$ cat config.mk
export PLATFORM = sky130hd
export DESIGN_NAME = ring_lock_fsm
export DESIGN_NICKNAME = d
export VERILOG_FILES = /design/src/rtl/ring_lock_fsm.sv
export SDC_FILE = /design/constraint.sdc
export NUM_CORES = 1
export LEC_CHECK = 0
export CAP_MARGIN = 20
export CORE_ASPECT_RATIO = 1.25
export CORE_MARGIN = 3
export CORE_UTILIZATION = 44
export CTS_BUF_LIST = sky130_fd_sc_hd__clkbuf_2 sky130_fd_sc_hd__clkbuf_4 sky130_fd_sc_hd__clkbuf_8
export CTS_CLUSTER_SIZE = 30
export DETAILED_ROUTE_END_ITERATION = 7
export GPL_ROUTABILITY_DRIVEN = 0
export PLACE_DENSITY = 0.76
export SETUP_SLACK_MARGIN = 0.05
export SLEW_MARGIN = 20
export SYNTH_ARGS = -nofsm -noshare
export SYNTH_HDL_FRONTEND = slang
export SYNTH_SLANG_ARGS = --single-unit
export TNS_END_PERCENT = 50
$ cat constraint.sdc
create_clock -name clk -period 2.44 [get_ports clk]
set_input_delay 0.366 -clock clk [delete_from_list [all_inputs] [get_ports clk]]
set_output_delay 0.366 -clock clk [all_outputs]
set_load 0.01 [all_outputs]
$ cat src/rtl/ring_lock_fsm.sv
// ring_lock_fsm: key-locked ring of KEY_W stages with decoy diversion and sticky output corruption
module ring_lock_fsm #(
   parameter int                 KEY_W         = 4,
   parameter int                 OUT_W         = 9,
   parameter logic [KEY_W-1:0]   CORRECT_KEY   = 4'b1011,
   parameter logic [OUT_W-1:0]   PAT           = 9'h007,
   parameter logic [OUT_W-1:0]   CORRUPT_MASK  = 9'h1FF,
   parameter int                 CORRUPT_AFTER = 5
) (
   input  logic             clk,
   input  logic             rst,
   input  logic [2:0]       x,
   input  logic [KEY_W-1:0] key,
   output logic [OUT_W-1:0] y
);
   localparam int SW = $clog2(KEY_W);
   localparam int CW = $clog2(CORRUPT_AFTER + 1);
   localparam logic [SW-1:0] LAST = SW'(KEY_W - 1);
   localparam logic [CW-1:0] CMAX = CW'(CORRUPT_AFTER);
   localparam logic [0:0] RUN = 1'b0, DECOY = 1'b1;

   logic [0:0]       st, st_n;
   logic [SW-1:0]    stage, stage_n, fwd, rev;
   logic [CW-1:0]    cnt, cnt_n;
   logic [OUT_W-1:0] y_n;
   logic             adv, wrong;

   function automatic logic [OUT_W-1:0] rotl(input logic [SW-1:0] s);
      rotl = (PAT << s) | (PAT >> (OUT_W - int'(s)));
   endfunction

   // while in decoy, stage holds the recorded target so y mimics a correct advance
   always_comb begin
      fwd     = (stage == LAST) ? '0 : stage + SW'(1);
      rev     = (stage == '0) ? LAST : stage - SW'(1);
      adv     = x[0] && !x[2];
      wrong   = (st == RUN) && adv && x[1] && (key[stage] != CORRECT_KEY[stage]);
      st_n    = wrong ? DECOY : RUN;
      stage_n = (st == DECOY) ? '0 : !adv ? stage : !x[1] ? rev : fwd;
      cnt_n   = (wrong && cnt != CMAX) ? cnt + CW'(1) : cnt;
      y_n     = rotl(stage_n) ^ ((cnt_n == CMAX) ? CORRUPT_MASK : '0);
   end

   always_ff @(posedge clk) begin
      if (rst) begin
         st    <= RUN;
         stage <= '0;
         cnt   <= '0;
         y     <= PAT;
      end else begin
         st    <= st_n;
         stage <= stage_n;
         cnt   <= cnt_n;
         y     <= y_n;
      end
   end
endmodule

==> results.md <==
- CP Class: flip-flop to flip-flop
- H-tree depth: 1
- CTS Hold Bufs: 0
- Seq/Total Area, Yosys: between 30 and 40%
- Commonest cells after routing, fill and taps aside: dfxtp_1, clkdlybuf4s50_1, buf_4, nor2_1, ha_1
- CP top delay family: multiplexers
- RSZ-0062 raised after global routing: yes
- Worst EP arrival: between 2 and 3 ns
- Initial Utilization: around 50%
- Setup TNS Final: 0 ns
- DR pass1 iterations: 4
- Worst setup slack after layout: approximately 0.053 ns
- Total power: about 0.00049 W
- Final setup viols: 0
- CP Buf/Inv Count: 0
- First-pass GRT wire length: approximately 2400 µm
- # IOs: 18
- Dpl ws: -0.380 ns
- Max-slew violations: 0
- Worst hold path class: flip-flop to flip-flop
- Die X: roughly 42 µm
- Post-CTS setup buffers: 0
- Post-synthesis cell area: 717 µm²
- Via density per instance: around 5.2
- Hold-critical path endpoint: cnt[1]
- Tmin final: 2.39 ns
- Final wirelength: between 1000 and 1500 µm
- CP required: ~2.6 ns
- Max clock buf depth: 2
- # nets final: roughly 110
- Filler instances: between 100 and 150
- Worst-margin pin slew: 0.595 ns
- R2r worst-path depth: 5
- CTS Sinks: 13
- Cell accounting for the most synthesized area: dfxtp_1
- CP max stage delay: between 0.5 and 0.6 ns
- Max-slew headroom: between 50% and 60%
- Initial antenna violation count: 0
- Main synth FF type: dfxtp_1
- Die ar.: ~2200 µm²
- HPWL after DPL: 1160 µm
- Hold path depth: 2
- Crit. End Element: flip-flop
- Crit start category: flip-flop
- Max_cap viols: 0
- Clk slew on worst S/H paths: 0.08 ns
- RR Startpoint: stage[0]
- Async set-or-reset flop fraction in the synthesized netlist: 0%
- Drt drc: 0
- Worst hold start: cnt[1]
- Syn Area/Cell: between 10 and 15 µm²
- 1st-iter DRT viols: 4
- Vias in the first global route: between 500 and 600
- Gr usage total: approximately 15%
- Post-synthesis register bit count: 13
- Core ar.: 1460 µm²
- Largest net degree at the start of global routing: 13
- Slowest-stage cell, CP: mux4_2
- Final Hold Viols: 0
- Pwr dens: ~490 nW/µm²
- Die Y: 51.1 µm
- Lkg Pwr: between 0.4 and 0.5 nW
- Placement Rows: 15
- R2R setup slack: approximately 0.053 ns
- DR vias: 602
- Syn Nets: 85
- Yosys cell types: 31
- Top cell type's share of synthesized area: 36.3%
- Syn Inst Count: about 70
- Yosys warns: 0
- Final worst-path cycle share: between 90% and 100%
- Latest clock arrival within the worst-skew pair: 0.28 ns
- Number of enable flip-flop cells after synthesis: 0
- Crit path max fanout: 5
- WL per Instance: about 12 µm
- Synthesis-to-finish area growth: 41.9%
- VDD IR max: ~250 µV
- Fmax: ~0.42 GHz
- ANT nets after route: 0
- Reg-to-reg endpoint: y[4]
- Gr ovfl total: 0
- Worst clock skew: about 0.0023 ns
- Share of layout cells above drive strength 1: about a quarter
- Area contributors post-synth: dfxtp_1, ha_1, mux2_4
- Root Driver: clkbuf_4
- CTS tree: built
- Crit-path cells: mux4_2 -> xor2_2 -> or4b_4 -> a221o_2 -> mux2_4
- IO buf count: 17
- Ant diodes: 0
- Outcome: completed
- Total CTS buffers: 3
## stage by stage
step / instances / utilization [%] / instance area, µm² / hold slack (ns)
after global placement: 112 / 65.7 / 962 / 0.506
after detailed placement: 112 / 65.7 / 962 / 0.515
after CTS: 116 / 68.4 / 1000 / 0.525
final: 116 / 69.5 / 1020 / 0.527
after global routing: 116 / 69.5 / 1020 / 0.549
after floorplan: 71 / - / 718 / 0.494
## timing repair
item,in CTS,in global routing
hold endpoints to repair,0,0
setup endpoints to repair,6,6
resized for setup,6,4
pin swaps,3,3
## flip-flops by register name, summed over array words and instances, names as in the netlist
name,cells
cnt,3
st,1
stage,2
y,7
## metal layers
layer	GRT usage (%)	wire, µm	up-vias
met2	28.4	739	19
met3	3.17	74	4
met4	9.84	33	0
li1	-	-	305
met5	0	0	-
met1	15.7	585	274
## layout make-up
| class | count | area (µm²) | area share, % |
|---|---|---|---|
| multi-input combinational | 51 | 439 | 43.2 |
| sequential | 13 | 262 | 25.7 |
| timing repair buffer | 28 | 254 | 25.0 |
| clock buffer | 4 | 30.0 | 2.95 |
| inverter | 3 | 11.3 | 1.11 |
| tap | 17 | 21.3 | 2.09 |
## tightest hold or removal path, cell delays in order, from the launching register on
cell,delay [ns]
dfxtp_1,0.33
nor2_1,0.10
a211oi_1,0.05
## report_power, final
group | total, W | switching, W | internal, W
Clock | 0.000146 | 0.0000715 | 0.0000745
Sequential | 0.000232 | 0.00000752 | 0.000224
Combinational | 0.000116 | 0.0000487 | 0.0000670
Total | 0.000493 | 0.000128 | 0.000366
## cells in the mapped netlist, types with 2 or more instances
master,number
a211oi_1,2
a21o_1,3
a21oi_1,2
buf_4,2
dfxtp_1,13
ha_1,5
inv_1,3
mux2_4,3
mux2i_1,3
nand2_1,4
nor2_1,9
xnor2_1,3
## logic make-up after synthesis
group                      share of synthesized area, %
adders and majority gates                          8.73
buffers and inverters                              5.76
and+or+nand+nor                                    16.4
DFF                                                36.3
AOI/OAI and AO/OA                                  12.7
muxes                                              15.2
xor gates and xnor gates                           4.89
## how the worst max path moves through the flow
stage | cells past startpoint | startpoint | endpoint
after detailed placement | 6 | key[3] | y[4]
after global placement | 6 | key[3] | y[0]
after floorplan | 6 | stage[0] | y[0]
final | 5 | stage[0] | y[4]
after global routing | 5 | stage[0] | y[4]
after CTS | 5 | stage[0] | y[4]
Note: power is estimated with default switching activity, not from simulation.
